--- config.mk ---
export PLATFORM = sky130hd
export DESIGN_NAME = fdiv_sched
export DESIGN_NICKNAME = d
export VERILOG_FILES = /design/src/rtl/fdiv_sched.sv
export SDC_FILE = /design/constraint.sdc
export NUM_CORES = 1
export LEC_CHECK = 0
export ABC_AREA = 1
export CAP_MARGIN = 20
export CORE_MARGIN = 2
export CORE_UTILIZATION = 48
export DETAILED_ROUTE_END_ITERATION = 7
export PLACE_DENSITY = 0.73
export SETUP_SLACK_MARGIN = 0.05
export SYNTH_ARGS = -nofsm -noshare
export SYNTH_HDL_FRONTEND = slang
export SYNTH_SLANG_ARGS = --single-unit
--- constraint.sdc ---
create_clock -name clk -period 2.6 [get_ports clk]
set_input_delay 0.52 -clock clk [delete_from_list [all_inputs] [get_ports clk]]
set_output_delay 0.52 -clock clk [all_outputs]
set_load 0.005 [all_outputs]
--- src/rtl/fdiv_sched.sv ---
// Shared single-precision divider for two requesters: round-robin grant in IDLE,
// restoring quotient iteration, normalisation with saturation, then a held result.
module fdiv_sched #(
    parameter int unsigned ITERS = 24
) (
    input  logic        clk,
    input  logic        rst_n,
    input  logic        req0_valid,
    input  logic [31:0] req0_a,
    input  logic [31:0] req0_b,
    output logic        req0_ready,
    input  logic        req1_valid,
    input  logic [31:0] req1_a,
    input  logic [31:0] req1_b,
    output logic        req1_ready,
    output logic        res_valid,
    output logic [31:0] res_data,
    output logic        res_id,
    input  logic        res_ready,
    output logic        busy
);
    localparam int unsigned CNT_W = (ITERS > 1) ? $clog2(ITERS) : 1;
    localparam int unsigned RW    = 25;
    localparam int unsigned EW    = 10;

    typedef enum logic [1:0] {IDLE, ITER, NORM, OUT} state_t;

    state_t                state, state_nxt;
    logic                  rr_last;
    logic                  sign;
    logic [7:0]            ea, eb;
    logic [RW-1:0]         rem, div;
    logic [ITERS-1:0]      q;
    logic [CNT_W-1:0]      cnt;

    logic                  grant0, grant1, accept;
    logic [31:0]           op_a, op_b;
    logic [7:0]            ea_in, eb_in;
    logic                  sign_in, special;
    logic [31:0]           special_val;
    logic                  rem_ge, last_iter;
    logic [RW-1:0]         rem_next;
    logic [23:0]           qt;
    logic [22:0]           mant;
    logic signed [EW-1:0]  exp_base, exp_norm;
    logic [31:0]           norm_val;

    // rr_last holds the id granted last; a tie goes to the other requester
    assign grant0  = req0_valid && (!req1_valid || rr_last);
    assign grant1  = req1_valid && (!req0_valid || !rr_last);
    assign accept  = (state == IDLE) && (grant0 || grant1);
    assign busy    = (state != IDLE);

    assign op_a    = grant0 ? req0_a : req1_a;
    assign op_b    = grant0 ? req0_b : req1_b;
    assign ea_in   = op_a[30:23];
    assign eb_in   = op_b[30:23];
    assign sign_in = op_a[31] ^ op_b[31];
    assign special = (ea_in == 8'hFF) || (eb_in == 8'hFF) || (ea_in == 8'h00) || (eb_in == 8'h00);
    assign special_val = ((ea_in == 8'hFF) || (eb_in == 8'hFF)) ? 32'h7FC0_0000 :
                         (ea_in == 8'h00) ? {sign_in, 31'b0} : {sign_in, 8'hFF, 23'b0};

    assign rem_ge    = (rem >= div);
    assign rem_next  = (rem_ge ? (rem - div) : rem) << 1;
    assign last_iter = (cnt == CNT_W'(ITERS - 1));

    // Normalisation works on the top 24 quotient bits; truncating, no rounding
    assign qt       = q[ITERS-1 -: 24];
    assign mant     = qt[23] ? qt[22:0] : {qt[21:0], 1'b0};
    assign exp_base = $signed({2'b00, ea}) - $signed({2'b00, eb}) + 10'sd127;
    assign exp_norm = qt[23] ? exp_base : exp_base - 10'sd1;
    assign norm_val = (exp_norm <= 10'sd0)   ? {sign, 31'b0} :
                      (exp_norm >= 10'sd255) ? {sign, 8'hFF, 23'b0} :
                                               {sign, exp_norm[7:0], mant};

    always_ff @(posedge clk or negedge rst_n) begin
        if (!rst_n) state <= IDLE;
        else        state <= state_nxt;
    end

    always_comb begin
        state_nxt  = state;
        req0_ready = 1'b0;
        req1_ready = 1'b0;
        case (state)
            IDLE: begin
                req0_ready = grant0;
                req1_ready = grant1;
                if (accept) state_nxt = special ? OUT : ITER;
            end
            ITER:    if (last_iter) state_nxt = NORM;
            NORM:    state_nxt = OUT;
            OUT:     if (res_ready) state_nxt = IDLE;
            default: state_nxt = IDLE;
        endcase
    end

    always_ff @(posedge clk or negedge rst_n) begin
        if (!rst_n) begin
            rr_last   <= 1'b1;
            sign      <= 1'b0;
            ea        <= '0;
            eb        <= '0;
            rem       <= '0;
            div       <= '0;
            q         <= '0;
            cnt       <= '0;
            res_valid <= 1'b0;
            res_data  <= '0;
            res_id    <= 1'b0;
        end else begin
            case (state)
                IDLE: if (accept) begin
                    rr_last <= grant1;
                    res_id  <= grant1;
                    sign    <= sign_in;
                    ea      <= ea_in;
                    eb      <= eb_in;
                    rem     <= {2'b01, op_a[22:0]};
                    div     <= {2'b01, op_b[22:0]};
                    q       <= '0;
                    cnt     <= '0;
                    if (special) begin
                        res_data  <= special_val;
                        res_valid <= 1'b1;
                    end
                end
                ITER: begin
                    q   <= {q[ITERS-2:0], rem_ge};
                    rem <= rem_next;
                    cnt <= last_iter ? '0 : cnt + CNT_W'(1);
                end
                NORM: begin
                    res_data  <= norm_val;
                    res_valid <= 1'b1;
                end
                OUT: if (res_ready) res_valid <= 1'b0;
                default: ;
            endcase
        end
    end
endmodule
==> results of run 1 <==
## repair_timing
action                     in CTS  in global routing
hold endpoints to repair        0                  0
gates resized for setup        58                 64
setup buffers                   4                  7
gates cloned                    2                  0
setup endpoints to repair      48                 59
pin swaps                      17                 15
## critical path, cell delays in order, from the launching register on
cell	delay [ns]
dfrtp_1	0.38
inv_2	0.10
ha_4	0.13
inv_2	0.03
fa_2	0.54
inv_4	0.06
ha_4	0.24
buf_6	0.12
xor2_2	0.18
nor3_2	0.22
nand3_2	0.12
nor2_2	0.13
nand3_2	0.10
nand2_2	0.09
nand2_4	0.09
buf_12	0.15
nand2_2	0.06
nand2_1	0.04
a21boi_1	0.15
## final timing paths
kind                                startpoint                        to  cells after the start
max                          ea[0]$_DFFE_PN0P_  res_data[25]$_DFFE_PN0P_                     18
min                                      rst_n         eb[5]$_DFFE_PN0P_                      1
max reg2reg                  ea[0]$_DFFE_PN0P_  res_data[25]$_DFFE_PN0P_                     18
min reg2reg                div[23]$_DFFE_PN0P_       div[23]$_DFFE_PN0P_                      2
max in group asynchronous                rst_n        cnt[0]$_DFFE_PN0P_                      2
min in group clk           div[23]$_DFFE_PN0P_       div[23]$_DFFE_PN0P_                      2
## metrics by stage
| stage | setup WS [ns] | utilization (%) | TNS [ns] | hold WS [ns] |
|---|---|---|---|---|
| 6_report | -0.393 | 69.2 | -9.86 | 0.0551 |
| 5_1_grt | -0.541 | 69.2 | -15.58 | 0.102 |
| 4_1_cts | -0.270 | 67.3 | -7.40 | 0.0773 |
| 3_5_place_dp | -0.458 | 62.6 | -13.46 | 0.456 |
| 3_3_place_gp | -0.372 | 62.6 | -11.67 | 0.450 |
| 2_1_floorplan | -0.0741 | - | -1.95 | 0.224 |
## state kept, by name (all words and copies together) (netlist names)
register,cells
rr_last,1
eb,8
res_id,1
rem,25
state,2
ea,8
res_valid,1
cnt,5
div,24
sign,1
q,24
res_data,32
## power breakdown
part | internal (mW) | leakage [nW] | switching (mW)
sequential | 2.80 | 1.61 | 0.522
combinational | 6.54 | 3.89 | 8.78
clock | 1.39 | 0.291 | 1.03
total | 10.7 | 5.79 | 10.3
## final cells by class
type                       count  area share (%)
sequential                   132            25.5
clock inverter                14            1.22
multi-input combinational    953            43.1
timing repair buffer         275            20.7
tap                          234            2.26
clock buffer                  18            3.39
inverter                     127            3.84
## per-layer routing
metal,routed length (µm),vias to the layer above
li1,-,4656
met1,10400,4300
met2,13700,226
met3,817,49
met4,553,0
met5,0,-
## cell families after synthesis
kind of cell    Yosys count  synth area share [%]
fa+ha+maj                42                  5.91
compound gates          281                  18.0
flops                   132                  36.1
mux                       1                 0.109
simple gates            605                  29.4
buf+inv                 183                  8.18
xor+xnor                 24                  2.30
## cell usage in the layout (no fill, tap or decap), types with 26 or more instances in the layout
master,n
nand2_1,268
nor2_1,166
clkdlybuf4s50_1,164
dfrtp_1,130
inv_1,109
o21ai_0,91
buf_4,87
a21oi_1,60
nand2_2,40
a31oi_1,36
nand3_1,33
nand3_2,31
o22ai_1,26
ha_1,26
==> metrics.txt, run 1 <==
outcome finished with violations; failing checks setup timing; Synth area leader dfrtp_1; CTS clk-pin slew, worst paths 0.06 ns; placed instance count 1,708; Worst-Skew Late Latency approximately 0.42 ns; Synth Area per Inst 7.21 µm²; FP Rows 50; PnR Total Power 21.1 mW; DIE AREA around 0.02 mm²; post-synthesis instance total 1,268; Main synth FF type dfrtp_1; crit end category flop; fin cells 1,753; fraction of registers with async set/reset 100%; critical path class reg -> reg; Clock Sinks 132; P&R area growth vs syn 41.5%; routed vias/inst roughly 5.3; #FFs+latches synth 132; vias in the first global route 9,225; Post-Syn Area 0.00915 mm²; GR peak layer met2; GR Util met1 29.3%; Max Buffers Root-to-Sink 2; r2r setup slk -0.39 ns; number of nets in the layout 1,681; Final GP Congestion around 0.94; max-slew violation count 0; Initial Utilization roughly 49%; grt ovf 0; Final Hold Viols 0; Core Area 0.0187 mm²; Synthesized Nets 1,443; met3 Use GR 4.14%; port bufs 169; library cells used by synthesis 50; layout cell share with drive strength beyond 1 21.1%; Final HPWL DP 18.2 mm; final wirelength 25.5 mm; Synth warnings 0; Synth top area share 35.8%; H-tree levels 4; Arrival @ worst endpoint around 3.3 ns; Worst Skew between 0.01 and 0.015 ns; post-synthesis sequential area ratio 36.1%; met2 Resource Use GR 47.9%; count leader, synth nand2_1; final instance area 0.0129 mm²; Leak 5.79 nW; chip width 142 µm; storage element area 0.00331 mm²; Via Count 9,231; CTS Buf Count 17; fin crit period between 2 and 3 ns; Max-slew headroom between 60% and 70%; number of antenna diodes 0; most area-consuming cells after synthesis dfrtp_1, nand2_1, nor2_1; Final WS setup -0.393 ns; Die Y 142 µm; GRT Total Usage 25.4%; TritonCTS clock tree done; Crit Path Max Fanout 6; number of max-cap violations 0; area post-placement roughly 0.012 mm²; fill count 1,506; period utilization 115%; Worst-Margin Slew 0.568 ns; min-delay worst type in -> async; # hold bufs at CTS 0; DR WL/cell roughly 15 µm; Fmax achieved 334 MHz; VDD IR max 1020 µV; 1st-pass router iterations 5; Starting DRT DRC Count about 520; first-pass GRT wire length 41.8 mm; Post-synth EDFFs 0; WP data required 2.94 ns; RSZ-0062 raised after global routing true; Routed Antenna Nets 0; # setup viols final 31; Worst Setup Start Kind flop; largest net degree at the start of global routing 60; DRC viols 0; top post-synthesis cells by count nand2_1, nor2_1, dfrtp_1, inv_1, o21ai_0; Multi-input gate area 0.00558 mm²; power per cell area 1630 mW/mm²; top-level I/O count 170; Root Driver clkbuf_16; initial antenna violation count 0
(Power assumes the default switching activity.)
==> run 2: changes to the inputs <==
Settings changed: CORE_ASPECT_RATIO set to 2, GPL_TIMING_DRIVEN set to 0, SLEW_MARGIN set to 20.
==> metrics.txt, run 2 (synthesis gave the netlist of run 1 again) <==
outcome finished with violations; failing checks setup timing; most common cell after layout, fill and taps aside nand2_1; NetSw 10.4 mW (+0.16%); Final Hold Viols 0 (unchanged); # setup viols final 31 (unchanged); Die Y 199 µm (+40%); CTS clk-pin slew, worst paths 0.06 ns (about the same); number of max-cap violations 0 (unchanged); port bufs 169 (unchanged); Logic pwr share 70.7% (-2.0 points); largest net degree at the start of global routing 99 (+65%); crit path max-delay cell type fa_2; RSZ-0062 raised after global routing true; GRT Total Usage 29.1% (+3.7 points); Fmax achieved 335 MHz (+0.38%); area post-placement 0.0112 mm² (-4.1%); Routed Antenna Nets 0 (unchanged); DRC viols 0 (unchanged); Worst Skew 0.0118 ns (+0.00113 ns); Critical Path Max Stage Delay 0.54 ns (about the same); Clock Sinks 132 (unchanged); top-level I/O count 170 (unchanged); Root Driver clkbuf_16; VDD IR max 1140 µV (+12%); TritonCTS clock tree done; Initial Utilization 48.8% (-0.10 points); routed vias/inst 5.33 (+1.2%); DR WL/cell 16.6 µm (+14%); H-tree levels 4 (unchanged); number of nets in the layout 1,651 (-1.8%); Worst Setup Start Kind flop; CP cell instances inv_2, ha_4, inv_2, fa_2, inv_4, ha_4, nand2_2, nor2_2, inv_2, nor2_4, nand2_2, nor2_4, nand2_1, nand2_2, nand2_4, inv_2, nand3_2, nand2_2, inv_4, buf_12, nand3_2, o21ai_2; Arrival @ worst endpoint 3.30 ns (-0.04 ns); clock network power share 13.0% (+1.5 points); final instance area 0.0125 mm² (-3.2%); crit end category flop; most frequent cells in the layout nand2_1, clkdlybuf4s50_1, nor2_1; Crit Path Max Fanout 10 (+4); WP data required 2.92 ns (-0.02 ns); first-pass GRT wire length 45.3 mm (+8.5%); period utilization 115% (-0.43 points); P&R area growth vs syn 36.9%; DIE AREA 0.0202 mm² (+0.33%); vias in the first global route 9,440 (+2.3%); Reg with most FFs res_data; Max Buffers Root-to-Sink 2 (unchanged); Via Count 9,303 (+0.78%); final wirelength 29.0 mm (+14%); Leak 5.47 nW (-5.4%); WP buf/inv 7 (+2); Regs by FF count res_data x32, rem x25; Worst-Margin Slew 0.723 ns (+0.155 ns); layout cell share with drive strength beyond 1 16.7% (-4.3 points); 1st-pass router iterations 5 (unchanged); DP Worst Slack -0.898 ns (-0.439 ns); FP Rows 71 (+42%); Final GP Congestion 0.939 (about the same); critical path class reg -> reg; CTS Buf Count 17 (unchanged); grt ovf 0 (unchanged); power per cell area 1620 mW/mm² (-0.61%); initial antenna violation count 1 (+1); Core Area 0.0187 mm² (+0.21%); max reg flops 32 (unchanged); chip width 102 µm (-28%); Max-slew headroom 51.8% (-10 points); CP top delay family simple AND/OR/NAND/NOR gates; Starting DRT DRC Count 344 (-33%); max-slew violation count 0 (unchanged); Net Sw Frac 51.1% (+2.0 points); sequential share of power 16.3% (+0.5 points); fin crit period 2.98 ns (-0.0113 ns); cell internal pwr 9.91 mW (-7.7%); Final HPWL DP 22.3 mm (+23%); Final WS setup -0.381 ns (+0.0113 ns); Worst-Skew Late Latency 0.44 ns (+0.02 ns); min-delay worst type in -> reg
[run 2: cell count changes in the layout (fill, tap and decap cells not counted), moves of 4 or more]
cell	delta
nand2_1	+14
buf_8	+4
inv_2	+4
dlymetal6s2s_1	-4
nand3_1	+4
nand3_2	-4
nand2_2	-15
clkbuf_1	+29
clkbuf_2	+8
buf_4	-68
inv_1	-4
buf_1	+4
ha_2	+4
buf_12	-5
[run 2: final timing paths]
| check | startpoint | to | slack, ns | depth (start not counted) |
|---|---|---|---|---|
| worst min-delay path | req1_valid | rr_last$_DFFE_PN1P_ | 0.45 | 3 |
| worst max register to register | ea[0]$_DFFE_PN0P_ | res_data[16]$_DFFE_PN0P_ | -0.38 | 22 |
| worst max-delay path | ea[0]$_DFFE_PN0P_ | res_data[16]$_DFFE_PN0P_ | -0.38 | 22 |
| min in group asynchronous | rst_n | div[4]$_DFFE_PN0P_ | 0.54 | 2 |
| worst min register to register | div[23]$_DFFE_PN0P_ | div[23]$_DFFE_PN0P_ | 0.47 | 2 |
| max in group asynchronous | rst_n | state[0]$_DFFE_PN0P_ | 1.27 | 3 |
[run 2: cell type report]
class                   count  area (µm²)
repair buffers            190        1890
well taps                 255         319
plain buffers              55         363
flip-flops and latches    132        3310
clock inverters            13         195
clock buffers              19         433
inverters                 127         489
diodes                      1        2.50
fillers                  1625        6220
multi-input cells         953        5530
[run 2: worst min-delay path, delay by kind of cell]
family,cells,cell delay (ns)
buffers and inverters,1,0.13
AND/OR/NAND/NOR,2,0.23
[run 2: metal layers]
metal | vias up | part of all wire [%] | track usage, %
li1 | 4599 | - | -
met1 | 4390 | 33 | 27.3
met2 | 238 | 59 | 58.6
met3 | 76 | 2.9 | 3.60
met4 | 0 | 4.6 | 14.7
met5 | - | 0 | 0
[run 2: power by group through the flow]
stage,combinational [mW],sequential [mW],clock [mW]
2_1_floorplan,9.11,3.17,0
3_3_place_gp,12.0,3.26,0
3_5_place_dp,12.2,3.28,0
4_1_cts,13.4,3.28,2.63
5_1_grt,15.8,3.41,2.73
6_report,14.3,3.31,2.64
[run 2: metrics by stage]
step	instances	utilization, %	setup TNS (ns)	hold WS (ns)	power [mW]
after floorplan	1268	-	-1.95	0.224	12.3
after global placement	1692	59.7	-620.24	0.452	15.2
after detailed placement	1693	59.9	-59.16	0.407	15.4
after CTS	1735	65.1	-9.44	0.473	19.3
after global routing	1745	66.8	-15.46	0.461	21.9
final	1745	66.8	-11.31	0.451	20.3
[run 2: repair_timing]
item	in CTS	in global routing
buffers inserted	9	9
setup endpoints to repair	108	65
gates cloned	1	0
hold endpoints to repair	34	0
hold buffers	1	0
gates resized for setup	70	75
pin swaps	8	17
==> run 3: changes to the inputs <==
Settings changed: CORE_UTILIZATION 48 to 52, DONT_BUFFER_PORTS set to 1, PLACE_DENSITY 0.73 to 0.66.
==> metrics.txt, run 3 (synthesis gave the netlist of run 1 again) <==
FF-to-FF Start eb[0]$_DFFE_PN0P_; GRT Total Usage 29.4% (+0.26 points); Core Area 0.0173 mm² (-7.9%); RSZ-0062 raised after global routing true; grt ovf 0 (unchanged); Final HPWL DP 20.5 mm (-7.9%); port bufs 0 (-100%); critical path class reg -> reg; Die Y 192 µm (-3.8%); fill count 1,649 (+1.5%); Worst Setup Start Kind flop; DRC viols 0 (unchanged); H-tree levels 4 (unchanged); Clock Sinks 132 (unchanged); TritonCTS clock tree done; R2R Path End res_data[16]$_DFFE_PN0P_; number of max-cap violations 0 (unchanged); Worst-Skew Late Latency 0.43 ns (about the same); DR WL/cell 18.0 µm (+8.4%); Worst Skew 0.0112 ns (-0.000561 ns); FP Rows 68 (-4.2%); CP Depth 19 (-14%); Reg2Reg Depth 19 (-14%); Top cell by count, worst path nand2_2; CTS Buf Count 17 (unchanged); final wirelength 27.4 mm (-5.4%); Crit Path Max Fanout 10 (unchanged); Regs by FF count res_data x32, rem x25; number of antenna diodes 0 (-1); max-slew violation count 0 (unchanged); Worst-Margin Slew 0.713 ns (-0.00966 ns); CP cell instances ha_4, inv_2, fa_2, inv_4, ha_2, nand2_2, nand3b_1, nand3b_1, nor2_1, nand2_1, nand2_1, nand2_2, nor2_2, nand3_2, nand2_2, inv_4, buf_12, nand3_2, o21ai_2; number of nets in the layout 1,476 (-11%); WP data required 2.92 ns (about the same); Max-slew headroom 52.5% (+0.64 points); Arrival @ worst endpoint 3.27 ns (-0.03 ns); chip width 97.8 µm (-3.8%); first-pass GRT wire length 43.0 mm (-5.2%); Final GP Congestion 0.973 (+3.7%); Final Hold Viols 132 (+132); Critical Path Max Stage Delay 0.45 ns (-0.09 ns); Critical Path Start eb[0]$_DFFE_PN0P_; WP buf/inv 4 (-3); WHS -0.216 ns (-0.668 ns); Root Driver clkbuf_16; CP top delay family simple AND/OR/NAND/NOR gates; P&R area growth vs syn 16.8%; DIE AREA 0.0187 mm² (-7.5%); most common cell after layout, fill and taps aside nand2_1; crit path max-delay cell type fa_2; Via Count 8,643 (-7.1%); Fmax achieved 339 MHz (+0.99%); failing checks hold timing, setup timing; top-level I/O count 170 (unchanged); most frequent cells in the layout nand2_1, nor2_1, dfrtp_1; total negative slack -10.45 ns (+0.867 ns); initial antenna violation count 0 (-1); routed vias/inst 5.67 (+6.4%); 1st-pass router iterations 5 (unchanged); Reg with most FFs res_data; max reg flops 32 (unchanged); Routed Antenna Nets 0 (unchanged); CTS clk-pin slew, worst paths 0.07 ns (about the same); Max Buffers Root-to-Sink 2 (unchanged); CP Capture Point res_data[16]$_DFFE_PN0P_; Initial Utilization 53.0% (+4.2 points); r2r setup slk -0.35 ns (+0.03 ns); crit end category flop; outcome finished with violations; Final WS setup -0.352 ns (+0.0292 ns); largest net degree at the start of global routing 133 (+34%); # setup viols final 31 (unchanged); fin crit period 2.95 ns (-0.0292 ns); period utilization 114% (-1.1 points); min-delay worst type in -> async; layout cell share with drive strength beyond 1 18.7% (+1.9 points); Starting DRT DRC Count 431 (+25%); vias in the first global route 8,782 (-7.0%)
[run 3: changes by cell type in the layout (fill, tap and decap cells not counted), moves of 3 or more]
cell / before / now
nor2_4: 5 / 8
nand3_2: 27 / 30
inv_1: 105 / 108
inv_2: 16 / 13
clkbuf_1: 29 / 25
nor2_2: 12 / 8
nand2_2: 25 / 30
buf_6: 7 / 4
nand2_1: 282 / 278
a21oi_2: 12 / 9
ha_2: 6 / 3
clkdlybuf4s50_1: 166 / 0
nand3_1: 37 / 34
[run 3: metrics by stage]
| stage | area (µm²) | util, % | instances | setup slack, ns | hold slack [ns] |
|---|---|---|---|---|---|
| 5_1_grt | 10700 | 61.9 | 1523 | -0.542 | -0.235 |
| 2_1_floorplan | 9180 | - | 1268 | -0.0741 | 0.224 |
| 3_3_place_gp | 9440 | 54.7 | 1478 | -0.590 | 0.229 |
| 6_report | 10700 | 61.9 | 1523 | -0.352 | -0.216 |
| 4_1_cts | 10400 | 60.3 | 1512 | -0.342 | -0.227 |
| 3_5_place_dp | 9440 | 54.7 | 1478 | -0.618 | 0.229 |
[run 3: how the worst min path moves through the flow]
stage                          endpoint  slack, ns  depth (start not counted)
2_1_floorplan        cnt[0]$_DFFE_PN0P_       0.22                          0
3_3_place_gp          ea[3]$_DFFE_PN0P_       0.23                          0
3_5_place_dp          ea[3]$_DFFE_PN0P_       0.23                          0
4_1_cts               ea[3]$_DFFE_PN0P_      -0.23                          0
5_1_grt               ea[3]$_DFFE_PN0P_      -0.24                          0
6_report       res_data[29]$_DFFE_PN0P_      -0.22                          0
[run 3: what timing repair did]
action / 4_1_cts / 5_1_grt
setup endpoints to repair: 84 / 92
hold endpoints to repair: 132 / 132
gates cloned: 2 / 0
buffers inserted: 2 / 11
pin swaps: 3 / 6
gates resized for setup: 83 / 65
[run 3: per-layer routing]
layer	part of all wire, %	track usage (%)	vias up	wire length, µm
li1	-	-	4241	-
met1	32	26.1	4060	8850
met2	58	59.4	259	15800
met3	4.1	5.31	83	1110
met4	5.9	17.3	0	1610
met5	0	0	-	0
[run 3: area by class of cell]
| type | instances | area [µm²] | share of cell area (%) |
|---|---|---|---|
| plain buffers | 55 | 347 | 3.24 |
| clock buffers | 18 | 439 | 4.11 |
| clock inverters | 13 | 151 | 1.42 |
| inverters | 127 | 489 | 4.58 |
| multi-input cells | 953 | 5570 | 52.1 |
| flip-flops and latches | 132 | 3300 | 30.9 |
| well taps | 210 | 263 | 2.46 |
| repair buffers | 15 | 120 | 1.12 |
Power of run 3 is left out: the tool's default activity adds up to more than one toggle a clock period on the data nets, which glitch-free logic cannot reach.
